<file path="config.mk">
export PLATFORM = sky130hd
export DESIGN_NAME = uart_rx_unit
export DESIGN_NICKNAME = d
export VERILOG_FILES = /design/src/rtl/uart_pkg.sv /design/src/rtl/sync_2ff.sv /design/src/rtl/uart_rx_unit.sv
export SDC_FILE = /design/constraint.sdc
export NUM_CORES = 1
export LEC_CHECK = 0
export ABC_CLOCK_PERIOD_IN_PS = 3000
export BUFFER_PORTS_ARGS = -buffer_cell sky130_fd_sc_hd__buf_2
export CORE_UTILIZATION = 58
export CTS_BUF_LIST = sky130_fd_sc_hd__clkbuf_16
export DETAILED_ROUTE_END_ITERATION = 12
export GPL_TIMING_DRIVEN = 0
export PLACE_DENSITY = 0.78
export RECOVER_POWER = 50
export SLEW_MARGIN = 20
export SYNTH_ARGS = -nofsm -noshare
export SYNTH_HDL_FRONTEND = slang
export SYNTH_HIERARCHICAL = 1
export SYNTH_SLANG_ARGS = --single-unit
</file>
<file path="constraint.sdc">
create_clock -name clk -period 3 [get_ports clk]
set_input_delay 0.3 -clock clk [delete_from_list [all_inputs] [get_ports clk]]
set_output_delay 0.3 -clock clk [all_outputs]
set_load 0.02 [all_outputs]
</file>
<file path="src/rtl/uart_pkg.sv">
// Shared types and constants for the UART receive path.
// Imported by the receiver top level.
package uart_pkg;

  typedef enum logic [1:0] {
    IDLE,
    START,
    DATA,
    STOP
  } rx_state_t;

  localparam int unsigned DATA_BITS = 8;

endpackage

</file>
<file path="src/rtl/sync_2ff.sv">
// Two-flop synchronizer for a single asynchronous input.
// Reset value is a parameter so idle-high lines start idle.
module sync_2ff #(
  parameter logic RESET_VAL = 1'b1
) (
  input  logic clk,
  input  logic rstn,
  input  logic d,
  output logic q
);

  logic meta;

  // two-stage capture of the asynchronous input
  always_ff @(posedge clk or negedge rstn) begin
    if (!rstn) begin
      meta <= RESET_VAL;
      q    <= RESET_VAL;
    end else begin
      meta <= d;
      q    <= meta;
    end
  end

endmodule

</file>
<file path="src/rtl/uart_rx_unit.sv">
// 8N1 UART receiver, LSB first, mid-bit sampling.
// Emits a one-cycle strobe with the byte and a framing flag.
module uart_rx_unit
  import uart_pkg::*;
#(
  parameter int unsigned CLK_PER_HALF_BIT = 5208
) (
  output logic [7:0] rdata,
  output logic       rdata_ready,
  output logic       ferr,
  input  logic       rxd,
  input  logic       clk,
  input  logic       rstn
);

  localparam int CW = $clog2(2 * CLK_PER_HALF_BIT) + 1;
  localparam int IW = $clog2(DATA_BITS);
  localparam logic [CW-1:0] HALF_M1 = CW'(CLK_PER_HALF_BIT - 1);
  localparam logic [CW-1:0] FULL_M1 = CW'(2 * CLK_PER_HALF_BIT - 1);
  localparam logic [IW-1:0] LAST_IDX = IW'(DATA_BITS - 1);

  logic                 rxs;
  rx_state_t            state, state_n;
  logic [CW-1:0]        cnt, cnt_n;
  logic [IW-1:0]        idx, idx_n;
  logic [DATA_BITS-1:0] shreg, shreg_n;
  logic [7:0]           rdata_n;
  logic                 ready_n;
  logic                 ferr_n;

  sync_2ff #(
    .RESET_VAL(1'b1)
  ) u_sync (
    .clk (clk),
    .rstn(rstn),
    .d   (rxd),
    .q   (rxs)
  );

  // state, counters and output registers
  always_ff @(posedge clk or negedge rstn) begin
    if (!rstn) begin
      state       <= IDLE;
      cnt         <= '0;
      idx         <= '0;
      shreg       <= '0;
      rdata       <= '0;
      rdata_ready <= 1'b0;
      ferr        <= 1'b0;
    end else begin
      state       <= state_n;
      cnt         <= cnt_n;
      idx         <= idx_n;
      shreg       <= shreg_n;
      rdata       <= rdata_n;
      rdata_ready <= ready_n;
      ferr        <= ferr_n;
    end
  end

  // frame sequencing: start detect, mid-bit sampling, stop check
  always_comb begin
    state_n = state;
    cnt_n   = cnt + CW'(1);
    idx_n   = idx;
    shreg_n = shreg;
    rdata_n = rdata;
    ready_n = 1'b0;
    ferr_n  = ferr;
    unique case (state)
      IDLE: begin
        cnt_n = '0;
        if (!rxs) state_n = START;
      end
      START: begin
        if (cnt == HALF_M1) begin
          cnt_n = '0;
          idx_n = '0;
          // a high line at mid-start is a glitch
          state_n = rxs ? IDLE : DATA;
        end
      end
      DATA: begin
        if (cnt == FULL_M1) begin
          cnt_n        = '0;
          shreg_n[idx] = rxs;
          if (idx == LAST_IDX) begin
            state_n = STOP;
          end else begin
            idx_n = idx + IW'(1);
          end
        end
      end
      STOP: begin
        if (cnt == FULL_M1) begin
          cnt_n   = '0;
          rdata_n = shreg;
          ferr_n  = ~rxs;
          ready_n = 1'b1;
          state_n = IDLE;
        end
      end
      default: begin
        state_n = IDLE;
        cnt_n   = '0;
      end
    endcase
  end

endmodule

</file>
# --- After elaboration in Yosys (flattened, before gate mapping) ---
# Cells that the tools add are included.
op_classes:
  reduce_logical: 8
  addsub: 2
  bitwise_logic: 1
  muxes: 19
  eq_ne: 12
  magnitude_cmp: 2
ops:
  columns: ["cell", "count"]
  rows:
  - ["15-bit one-hot mux with 3 select lines", 1]
  - ["15-bit 2-to-1 mux", 2]
  - ["15-bit by 1-bit adder with 15-bit output (second input constant)", 1]
  - ["15-bit by 13-bit equality test with 1-bit output (second input constant)", 1]
  - ["15-bit by 14-bit equality test with 1-bit output (second input constant)", 1]
  - ["2-bit 2-to-1 mux", 6]
  - ["2-bit != test (second input constant)", 6]
  - ["3-bit 2-to-1 mux", 3]
  - ["8-bit bitwise mux", 1]
  - ["2-bit one-hot mux with 4 select lines", 1]
  - ["3-bit one-hot mux with 2 select lines", 1]
  - ["5-bit AND reduction", 1]
  - ["2-bit equality test (second input constant)", 2]
  - ["3-bit by 4-bit < comparator with 1-bit output (second input constant)", 1]
  - ["2-bit AND reduction", 2]
  - ["4-bit AND reduction", 1]
  - ["3-bit by 1-bit adder with 3-bit output (second input constant)", 1]
  - ["1-bit demux with 3-bit select", 1]
  - ["3-bit equality test (second input constant)", 1]
  - ["3-bit by 1-bit greater-or-equal comparator with 1-bit output (second input constant)", 1]
  - ["1-bit 2-to-1 mux", 3]
  - ["2-bit by 1-bit equality test with 1-bit output (second input constant)", 1]
  - ["2-bit zero test", 1]
  - ["2-bit nonzero test", 1]
  - ["3 further kinds", 3]
word_totals:
  inputBits: 3
  word_cells: 53
  ff_bits: 40
  out_inout_bits: 10

# --- Depth between registers and ports, before layout ---
# Gate-level depths: netlist of run 1.
depth:
  word_depth: 5
  ltp_mapped: 7
  ltp_nobuf: 6

# --- Hierarchy ---
# Netlist of run 1, hierarchy kept.
modules_own_cells:
  columns: ["mod", "instances", "cells_each", "area_each_um2", "seq_area_each_um2"]
  rows:
  - ["uart_rx_unit", 1, 169, 1783.0, 950.9]
  - ["sync_2ff", 1, 2, 52.6, 52.6]

# --- Least setup slack after synthesis of run 1 ---
# No wires, ideal clock.
synth_path:
  kind: "register to register"
  start: "register cnt[4]"
  end: "register shreg[2]"
  path_slack_ns: 0.736
  stages_incl_launch_ff: 6
  path_buffers: 1
  setup_ns: 0.128
  arrival_time_ns: 2.136
  cell_sequence: "dfrtp_1 -> or4b_1 -> or4_4 -> buf_6 -> nor4b_2 -> mux2_1"
synth_via:
  elab_chain_len: 2
synth_rtl:
  columns: ["item", "line_no", "source"]
  rows:
  - ["start, declared", "uart_rx_unit.sv:24", "logic [CW-1:0] cnt, cnt_n;"]
  - ["start signal, assigned", "uart_rx_unit.sv:52", "cnt <= cnt_n;"]
  - ["15-bit by 14-bit equality test with 1-bit output", "uart_rx_unit.sv:84", "if (cnt == FULL_M1) begin"]
  - ["2-bit AND reduction (no line)", null, null]
  - ["end signal, assigned", "uart_rx_unit.sv:54", "shreg <= shreg_n;"]
  - ["end, declared", "uart_rx_unit.sv:26", "logic [DATA_BITS-1:0] shreg, shreg_n;"]
# No other way between the ends.
# A chain may end at the register's enable or synchronous reset.

# --- Worst setup path in the final report of run 1 ---
layout_path:
  start: "register cnt[0]"
  end: "register cnt[13]"
layout_via:
  elab_chain_len: 3
  elab_cells_between_ends: 6
  cone_classes: "add/sub (1); eq/ne (2); mux (3)"
layout_rtl:
  columns: ["item", "line_no", "source"]
  rows:
  - ["15-bit by 1-bit adder with 15-bit output (tied with other cells)", "uart_rx_unit.sv:64", "cnt_n = cnt + CW'(1);"]
  - ["15-bit 2-to-1 mux (on tied branches)", "uart_rx_unit.sv:84, uart_rx_unit.sv:95, uart_rx_unit.sv:76", null]
  - ["15-bit one-hot mux with 3 select lines *", "uart_rx_unit.sv:70", "unique case (state)"]
  - ["named net cnt_n[13]", "uart_rx_unit.sv:24", null]
# Mark *: on every way through the listed nets, which the timed path passes. The rest lies on a longest branch.

==> results of run 1 <==
==> routing by layer <==
metal,routed length (µm),vias up
li1,-,639
met1,1600,638
met2,1580,26
met3,125,8
met4,66,0
met5,0,-
==> cell families after synthesis <==
group	after synthesis
muxes	9
AOI/OAI and AO/OA	8
adders and majority gates	3
xor gates and xnor gates	13
buffers and inverters	8
DFF	40
and+or+nand+nor	90
==> state kept, by name (all words and copies together) (netlist names), named ones only <==
register / cells
rdata: 8
u_sync/meta: 1
cnt: 15
ferr: 1
state: 1
rdata_ready: 1
u_sync/q: 1
idx: 3
shreg: 8
==> synthesized netlist by cell type (2+ instances only) <==
cell type,n,area share [%]
sky130_fd_sc_hd__xor2_1,9,4.3
sky130_fd_sc_hd__nand2_1,33,6.7
sky130_fd_sc_hd__dfrtp_1,38,52
sky130_fd_sc_hd__mux2_2,6,3.7
sky130_fd_sc_hd__xnor2_1,4,1.9
sky130_fd_sc_hd__nor2b_1,2,0.68
sky130_fd_sc_hd__nand4b_1,3,1.4
sky130_fd_sc_hd__inv_1,2,0.41
sky130_fd_sc_hd__and3_1,3,1.0
sky130_fd_sc_hd__nand3_1,8,2.2
sky130_fd_sc_hd__and3_2,2,0.82
sky130_fd_sc_hd__nor4b_2,2,1.6
sky130_fd_sc_hd__nor3_1,4,1.1
sky130_fd_sc_hd__ha_1,3,2.0
sky130_fd_sc_hd__clkbuf_1,4,0.82
sky130_fd_sc_hd__mux2_1,3,1.8
sky130_fd_sc_hd__nand4_1,2,0.68
sky130_fd_sc_hd__nand2b_1,2,0.68
sky130_fd_sc_hd__nor4_1,6,2.0
sky130_fd_sc_hd__a22o_1,2,0.95
sky130_fd_sc_hd__dfstp_2,2,2.9
sky130_fd_sc_hd__nor2_1,15,3.1
==> report_power, final <==
group / internal [W] / switching, W
sequential: 0.000542 / 0.000000594
combinational: 0.00000114 / 0.0000116
clock: 0.000300 / 0.000197
total: 0.000843 / 0.000209
==> metrics by stage <==
| stage | cell area, µm² | hold WS [ns] | utilization [%] | power (W) | setup slack, ns |
|---|---|---|---|---|---|
| after floorplan | 1840 | 0.00441 | - | 0.000554 | 0.736 |
| after global placement | 1950 | 0.349 | 64.4 | 0.000566 | 0.615 |
| after detailed placement | 1950 | 0.348 | 64.4 | 0.000566 | 0.599 |
| after CTS | 2090 | 0.112 | 69.0 | 0.00106 | 0.571 |
| after global routing | 2080 | 0.108 | 68.8 | 0.00108 | 0.300 |
| final | 2080 | 0.115 | 68.8 | 0.00105 | 0.502 |
==> final timing paths <==
kind,from,to,slack (ns),cells past startpoint
min in group asynchronous,rstn,cnt[1]$_DFF_PN0_,0.60,1
max,cnt[0]$_DFF_PN0_,cnt[13]$_DFF_PN0_,0.50,7
max reg2reg,cnt[0]$_DFF_PN0_,cnt[13]$_DFF_PN0_,0.50,7
min,rxd,u_sync/meta$_DFF_PN1_,0.12,1
min reg2reg,u_sync/meta$_DFF_PN1_,u_sync/q$_DFF_PN1_,0.36,0
max in group asynchronous,rstn,rdata[6]$_DFFE_PN0P_,1.24,1
==> final cells by class <==
class,count,area (µm²)
clock buffers,5,125
repair buffers,12,55.1
clock inverters,3,12.5
fillers,229,945
flip-flops and latches,40,1000
inverters,2,7.51
plain buffers,6,31.3
well taps,44,55.1
multi-input cells,123,793
==> worst reg2reg max path, stage by stage, from the launching register on <==
cell and delay, ns:
sky130_fd_sc_hd__dfrtp_1 0.38, sky130_fd_sc_hd__ha_1 0.24, sky130_fd_sc_hd__and3_1 0.25, sky130_fd_sc_hd__nand4_1 0.21, sky130_fd_sc_hd__nor4_1 0.51, sky130_fd_sc_hd__o22a_1 0.41, sky130_fd_sc_hd__buf_2 0.28, sky130_fd_sc_hd__nor2_1 0.10
==> results.cfg, run 1 <==
[placement]
place_congestion = 0.892
detailed_place_hpwl_mm = 2.30
port_buffers = 12
dp_cells = 227

[cells_and_area]
area.growth.synth_to_final_pct = 13.5
fraction_of_final_layout_cells_with_drive_strength_greater_than_1_pct = 16.8
design.final.nets = 196
leading_cell_type_in_the_layout_fill_and_taps_excluded = sky130_fd_sc_hd__dfrtp_1
final_cell_mix = sky130_fd_sc_hd__dfrtp_1, sky130_fd_sc_hd__nand2_1, sky130_fd_sc_hd__nor2_1
num_antenna_cells = 0
fin_cells = 235

[worst_setup_path]
worst_ep_required_time_ns = 3.16
timing.setup.critical_path_class = reg2reg
crit_path_start_kind = flop
max_stage_delay_ns = 0.51
timing.critical_path.cells = ha_1, and3_1, nand4_1, nor4_1, o22a_1, buf_2, nor2_1
worst-endpoint-arrival_ns = 2.66
kind_of_end_point_of_the_critical_path = flop
timing.critical_path.max_delay_family = simple AND/OR/NAND/NOR gates
critPathSlowestCell = sky130_fd_sc_hd__nor4_1
critPathMaxFanout = 10
critical_path.n_buffers_inverters = 1

[timing]
rsz0062_at_grt = false
final.period_utilization_pct = 83.3
timing.final.crit_period_ns = 2.50
finalHoldViolations = 0
slew_viol_final = 41
worst_pin_slew_ns = 2.03
fin_tns_setup_ns = 0
setup-violations-final = 0
finalClockSkew_ns = 0.00617
achievable-frequency_mhz = 400
slew_headroom_pct = -35.5

[pwr]
leakage_nw = 1.00
peakVddDrop_mv = 0.371
p_per_area_nw_per_um2 = 505

[clock_network]
clock_sink_count = 40
cts.path.max_buffers = 2
clkSlewWorstSetupHoldPaths_ns = 0.05
htreeDepth = 2
cts_resized = 0
clk_root_buffer_cell = sky130_fd_sc_hd__clkbuf_16
cts_buffers = 5
postCtsSetupRepairBufs = 0
cts_tree = built
clk-insertion-delay-late_ns = 0.28
hold_buffers = 0

[global_route]
first_global_vias = 1206
busiest_layer = met2
grt_antenna_before_repair = 0
grt_first_pass_wirelength_mm = 5.78
grt.total_usage_pct = 23.6
global_route.usage.met1_pct = 31.9
pin_count_of_the_biggest_net_entering_global_routing = 41
gr-usage-met3_pct = 6.70
gr-usage-met2_pct = 36.1
global_route.overflow_total = 0

[floorplan]
rows = 20
die-height_um = 58.3
starting_utilization_of_the_core_area_pct = 60.6
die-area_um2 = 3390
io_pins = 13
die-width_um = 58.3
core_area_um2 = 3030

[routing]
post_drt_wl_per_cell_um = 14.4
average_vias_per_placed_instance = 5.58
drtAntennaViolNets = 0
vias = 1311
first_pass_detailed_route_iteration_total = 4
routed_wl_mm = 3.38
first_iter_violations = 51
drc = 0

[yosys]
synth-compound-area-share_pct = 3.27
synth_top_family_by_area = simple AND/OR/NAND/NOR gates
synth_warnings = 6
synthArstFlopShare_pct = 100
synth.lib_cells_used.distinct = 38
synth-seq-area-share_pct = 54.7
syn-mean-instance-area_um2 = 10.7
synth-xor-area-share_pct = 6.20
synth-simple-area-share_pct = 26.2
synth_top_flop_cell = sky130_fd_sc_hd__dfrtp_1
synthAdderAreaFrac_pct = 2.04
synth_fp_nets = 177
synth_area_um2 = 1840
ys_seq_elements = 40
synthMuxAreaShare_pct = 5.52
synth_enable_flop_cells = 0
postSynthCellCount = 171

[outcome]
outcome = finished, violations left
failed_checks = capacitance limit, slew limit

[run]
cap_violations = 1

[hold_path]
hp-class = in2reg
Note: power is estimated with default switching activity, not from simulation.
==> inputs of run 2 (changes only) <==
Settings changed: ABC_AREA from default to 1, ABC_CLOCK_PERIOD_IN_PS 3000 to 2200, CORE_UTILIZATION 58 to 54, PLACE_DENSITY 0.78 to 0.76.
Clock period 3 ns to 2.2 ns, I/O delays scaled along.
==> run 2 against run 1 <==
- the run now ends clean
- cell area is 13% higher
- sequential power increased by 36%
- highest routed layer unchanged
- utilization down 4.7 points
- cell count grew 34%
- critical endpoint is now cnt[7]$_DFF_PN0_
==> results.cfg, run 2 <==
[clock_network]
clock_sink_count = 40
cts_resized = 0
cts.path.max_buffers = 2
cts_buffers = 5
clk-insertion-delay-late_ns = 0.28
clk_root_buffer_cell = sky130_fd_sc_hd__clkbuf_16
postCtsSetupRepairBufs = 0
clkSlewWorstSetupHoldPaths_ns = 0.06
htreeDepth = 2
cts_tree = built
hold_buffers = 0

[cells_and_area]
largestRegisters = cnt: 15 flops, rdata: 8 flops, shreg: 8 flops
fin_area_um2 = 2350
flip_flop_count_of_the_largest_register_all_copies_and_words_added = 15
final_cell_mix = sky130_fd_sc_hd__nand2_1, sky130_fd_sc_hd__dfrtp_1, sky130_fd_sc_hd__inv_1
num_antenna_cells = 0
leading_cell_type_in_the_layout_fill_and_taps_excluded = sky130_fd_sc_hd__nand2_1
design.final.nets = 272
area.growth.synth_to_final_pct = 13.8
regMostFlops = cnt
fraction_of_final_layout_cells_with_drive_strength_greater_than_1_pct = 18.0

[routing]
drc = 0
average_vias_per_placed_instance = 4.94
first_pass_detailed_route_iteration_total = 4
drtAntennaViolNets = 0
first_iter_violations = 73
routed_wl_mm = 3.54
post_drt_wl_per_cell_um = 11.2
vias = 1556

[timing]
achievable-frequency_mhz = 620
rsz0062_at_grt = false
slew_headroom_pct = 42.8
finalClockSkew_ns = 0.00439
worst_pin_slew_ns = 0.858
slew_viol_final = 0
timing.final.crit_period_ns = 1.61
fin_tns_setup_ns = 0
final_critical_path_setup_slack_ns = 0.586
final.period_utilization_pct = 73.4
setup-violations-final = 0
finalHoldViolations = 0
worst_hold_slack_ns = 0.0338

[worst_setup_path]
critical_path.n_buffers_inverters = 2
crit_path_start = cnt[0]$_DFF_PN0_
worst_ep_required_time_ns = 2.40
timing.critical_path.max_delay_family = simple AND/OR/NAND/NOR gates
critPathMaxFanout = 10
kind_of_end_point_of_the_critical_path = flop
critPathSlowestCell = sky130_fd_sc_hd__dfrtp_1
timing.critical_path.cells = ha_1, nand3_1, nor2_2, nand2_4, inv_4, o21ai_4, inv_2, nor3_2
worst-endpoint-arrival_ns = 1.81
crit_path_start_kind = flop
timing.setup.critical_path_class = reg2reg
max_stage_delay_ns = 0.38
critical_path.reg2reg.startpoint = cnt[0]$_DFF_PN0_

[pwr]
peakVddDrop_mv = 0.374
power.net_switching_w = 0.000292
power.switching_fraction_pct = 18.7
intPower_w = 0.00127
leakage_nw = 1.16
share_comb_of_total_power_pct = 1.1
p_per_area_nw_per_um2 = 667
p_clk_share_pct = 51.6
sequentialPowerShare_pct = 47.3

[yosys]
ys_seq_elements = 40
synth_top_area_cell = sky130_fd_sc_hd__dfrtp_1
synth.top_cell.area_share_pct = 46.1
synth-seq-area-share_pct = 48.7
synth_most_common_cell = sky130_fd_sc_hd__nand2_1
synth-simple-area-share_pct = 31.3
syn-mean-instance-area_um2 = 8.35
netlist_top_cells_count = sky130_fd_sc_hd__nand2_1, sky130_fd_sc_hd__dfrtp_1, sky130_fd_sc_hd__inv_1
synth_top_cells_by_area = sky130_fd_sc_hd__dfrtp_1, sky130_fd_sc_hd__nand2_1, sky130_fd_sc_hd__inv_1
synth.lib_cells_used.distinct = 29
synth_top_flop_cell = sky130_fd_sc_hd__dfrtp_1
synthMuxAreaShare_pct = 0
synthAdderAreaFrac_pct = 1.82
synthArstFlopShare_pct = 100
synth_fp_nets = 253
synth_top_family_by_area = simple AND/OR/NAND/NOR gates
synth_warnings = 6
synth_enable_flop_cells = 0
synth-xor-area-share_pct = 2.12
postSynthCellCount = 247
synth-compound-area-share_pct = 8.86
synth_area_um2 = 2060

[placement]
post_placement_cell_area_um2 = 2180
place_congestion = 0.774
detailed_place_hpwl_mm = 2.46
post-place-ws_ns = 0.609
port_buffers = 12

[floorplan]
starting_utilization_of_the_core_area_pct = 56.3
rows = 22
die-area_um2 = 4070
die-width_um = 63.8
core_area_um2 = 3660
io_pins = 13
die-height_um = 63.8

[run]
cap_violations = 0

[global_route]
grt_antenna_before_repair = 0
first_global_vias = 1433
grt.total_usage_pct = 20.5
global_route.overflow_total = 0
pin_count_of_the_biggest_net_entering_global_routing = 41
grt_first_pass_wirelength_mm = 6.33

[hold_path]
hp-class = in2reg
worst_hold_startpoint = rxd

[outcome]
outcome = finished, final reports clean
## run 2: changes by cell type after synthesis, sizes merged, moves of 4 or more
cell,delta
nand2,+30
nor3,+8
nor2,+17
a21oi,+4
nand3,+10
o21ai,+20
inv,+31
xnor2,-4
xor2,-4
o21a,+4
nor4,-6
mux2,-9
## run 2: cell families (layout without fill, tap and decap cells)
kind of cell               count (synthesis)  in the layout
AOI/OAI and AO/OA                         30             30
xor gates and xnor gates                   5              5
adders and majority gates                  3              3
buffers and inverters                     37             57
DFF                                       40             40
and+or+nand+nor                          132            132
## run 2: final timing paths
check / slack, ns / end / depth (start not counted)
min in group asynchronous: 0.05 / rdata[2]$_DFFE_PN0P_ / 1
max in group asynchronous: 1.61 / state[0]$_DFFE_PN0P_ / 1
worst max register to register: 0.59 / cnt[7]$_DFF_PN0_ / 8
worst min register to register: 0.35 / u_sync/q$_DFF_PN1_ / 0
worst min-delay path: 0.03 / u_sync/meta$_DFF_PN1_ / 1
worst max-delay path: 0.59 / cnt[7]$_DFF_PN0_ / 8
## run 2: final cells by class
type | count | area (µm²)
Buffer | 3 | 18.8
Clock buffer | 5 | 125
Clock inverter | 3 | 42.5
Fill cell | 317 | 1320
Inverter | 34 | 131
Multi-Input combinational cell | 170 | 908
Sequential cell | 40 | 1000
Tap cell | 48 | 60.1
Timing Repair Buffer | 12 | 56.3
## run 2: per-stage QoR
stage	util [%]	power, W	std cells
after floorplan	-	0.000755	247
after global placement	59.6	0.000772	307
after detailed placement	59.6	0.000772	307
after CTS	64.2	0.00159	315
after global routing	64.1	0.00162	315
final	64.1	0.00157	315
## run 2: layer usage
metal | global-route usage [%] | wire, µm | vias to the layer above
met5 | 0 | 0 | -
met3 | 6.07 | 104 | 4
met2 | 29.0 | 1550 | 17
met1 | 28.4 | 1840 | 709
met4 | 10.2 | 47 | 0
li1 | - | - | 826
## run 2: power groups by stage
stage | Clock, W | Combinational, W | Sequential [W]
3_5_place_dp | 0 | 0.0000183 | 0.000754
4_1_cts | 0.000832 | 0.0000183 | 0.000741
3_3_place_gp | 0 | 0.0000179 | 0.000754
6_report | 0.000808 | 0.0000167 | 0.000741
5_1_grt | 0.000858 | 0.0000203 | 0.000741
2_1_floorplan | 0 | 0.00000118 | 0.000754
==> inputs of run 3 (changes only) <==
Settings changed: ABC_CLOCK_PERIOD_IN_PS 2200 to 1360.
Clock period 2.2 ns to 1.36 ns, I/O delays scaled along.
==> run 3 against run 2 <==
- utilization grew 13 points
- flip-flop and latch count is the same
- combinational power grew 98%
- sequential power grew 62%
- the run now ends with setup timing left
- highest routed layer unchanged
==> results.cfg, run 3 (synthesis gave the netlist of run 2 again) <==
[floorplan]
die-width_um = 63.8
rows = 22
io_pins = 13
starting_utilization_of_the_core_area_pct = 56.3
core_area_um2 = 3660
die-area_um2 = 4070
die-height_um = 63.8

[clock_network]
clkSlewWorstSetupHoldPaths_ns = 0.06
clk-insertion-delay-late_ns = 0.29
cts.path.max_buffers = 2
clock_sink_count = 40
cts_buffers = 5
htreeDepth = 2
clk_root_buffer_cell = sky130_fd_sc_hd__clkbuf_16
cts_tree = built

[worst_setup_path]
max_stage_delay_ns = 0.42
kind_of_end_point_of_the_critical_path = flop
timing.setup.critical_path_class = reg2reg
critPathMaxFanout = 8
worst_ep_required_time_ns = 1.53
critPathSlowestCell = sky130_fd_sc_hd__dfrtp_2
timing.critical_path.cells = inv_2, nor2_4, nand2_2, nor2_4, nand2_8, a21oi_1, nand3_2, nand2_1, nand2_1
crit_path_start_kind = flop
worst-endpoint-arrival_ns = 1.73

[timing]
rsz0062_at_grt = true
finalClockSkew_ns = 0.00864
final_critical_path_setup_slack_ns = -0.202
setup-violations-final = 37
timing.final.crit_period_ns = 1.56
slew_viol_final = 0
achievable-frequency_mhz = 640
slew_headroom_pct = 34.4
worst_pin_slew_ns = 0.984
finalHoldViolations = 0
final.period_utilization_pct = 115

[cells_and_area]
num_antenna_cells = 0
leading_cell_type_in_the_layout_fill_and_taps_excluded = sky130_fd_sc_hd__nand2_1
largestRegisters = cnt: 15 flops, rdata: 8 flops, shreg: 8 flops
fin_cells = 342
fraction_of_final_layout_cells_with_drive_strength_greater_than_1_pct = 40.8
design.final.nets = 299
final_cell_mix = sky130_fd_sc_hd__nand2_1, sky130_fd_sc_hd__dfrtp_1, sky130_fd_sc_hd__inv_1
regMostFlops = cnt
area.growth.synth_to_final_pct = 36.7
finish.utilization_pct = 77.0
multiInputGateArea_um2 = 1130
ff_latch_area_um2 = 1010
fillerInstances = 228
flip_flop_count_of_the_largest_register_all_copies_and_words_added = 15

[placement]
detailed_place_hpwl_mm = 2.62
place_congestion = 0.874
dp_cells = 307
port_buffers = 12

[routing]
drtAntennaViolNets = 0
drc = 0
first_pass_detailed_route_iteration_total = 4
average_vias_per_placed_instance = 5.44
post_drt_wl_per_cell_um = 15.5
vias = 1860
routed_wl_mm = 5.29
first_iter_violations = 104

[pwr]
peakVddDrop_mv = 0.634
p_per_area_nw_per_um2 = 912
leakage_nw = 1.27

[global_route]
grt_first_pass_wirelength_mm = 7.83
grt_antenna_before_repair = 0
pin_count_of_the_biggest_net_entering_global_routing = 41
first_global_vias = 1728
global_route.overflow_total = 0
grt.total_usage_pct = 25.6

[outcome]
failed_checks = setup timing
outcome = finished, violations left

[hold_path]
hp-class = reg2reg

[run]
cap_violations = 0
[run 3: cell types whose count changed in the layout (fill, tap and decap cells not counted), sizes merged]
cell | previous run | this run
buf | 10 | 27
clkbuf | 10 | 17
dlygate4sd3 | 0 | 2
clkinv | 2 | 3
clkinvlp | 1 | 2
inv | 33 | 32
[run 3: critical path: cells and delay by family, from the launching register on]
family / cells / cell delay, ns
AND/OR/NAND/NOR: 7 / 0.77
AO/OA/AOI/OAI: 1 / 0.19
buffers and inverters: 1 / 0.07
flip-flops: 1 / 0.42
[run 3: layout make-up]
type / count / share of cell area (%)
repair buffers: 39 / 9.59
plain buffers: 2 / 0.533
clock buffers: 5 / 4.44
well taps: 48 / 2.13
clock inverters: 3 / 1.51
repair inverters: 1 / 0.266
multi-input cells: 170 / 40.3
inverters: 34 / 5.37
flip-flops and latches: 40 / 35.9
[run 3: where the power goes]
group          internal (W)   total, W  leakage (nW)  switching (W)
clock              0.000861    0.00134        0.0798       0.000477
sequential          0.00120    0.00120         0.530     0.00000301
combinational    0.00000590  0.0000330         0.661      0.0000271
total               0.00206    0.00257          1.27       0.000507
[run 3: routing by layer]
layer | global-route usage, % | part of all wire (%)
met1 | 32.6 | 42
met2 | 40.8 | 51
met3 | 5.71 | 3.8
met4 | 12.8 | 2.9
met5 | 0 | 0
[run 3: metrics by stage]
stage | setup slack, ns | area [µm²] | hold slack (ns) | power, W | setup TNS (ns)
after CTS | -0.125 | 2660 | 0.356 | 0.00259 | -2.60
after global placement | -0.199 | 2190 | 0.241 | 0.00125 | -4.26
after floorplan | -0.00707 | 2070 | -0.160 | 0.00122 | -0.0178
after global routing | -0.275 | 2820 | 0.363 | 0.00263 | -9.60
final | -0.202 | 2820 | 0.355 | 0.00257 | -5.58
after detailed placement | -0.218 | 2190 | 0.244 | 0.00125 | -5.02
[run 3: final timing paths]
kind	from	to	slack, ns	cells past startpoint
hold reg to reg	u_sync/meta$_DFF_PN1_	u_sync/q$_DFF_PN1_	0.35	0
max in group asynchronous	rstn	cnt[5]$_DFF_PN0_	0.13	2
min in group asynchronous	rstn	rdata_ready$_DFF_PN0_	0.55	2
setup reg to reg	cnt[5]$_DFF_PN0_	flop	-0.20	9
hold / removal	u_sync/meta$_DFF_PN1_	u_sync/q$_DFF_PN1_	0.35	0
setup / recovery	cnt[5]$_DFF_PN0_	flop	-0.20	9
[run 3: timing repair]
action / 4_1_cts / 5_1_grt
hold buffers: 2 / 0
resized for setup: 40 / 46
setup endpoints to repair: 37 / 37
hold endpoints to repair: 22 / 0
buffers inserted: 20 / 4
pin swaps: 15 / 14
cloned: 2 / 0
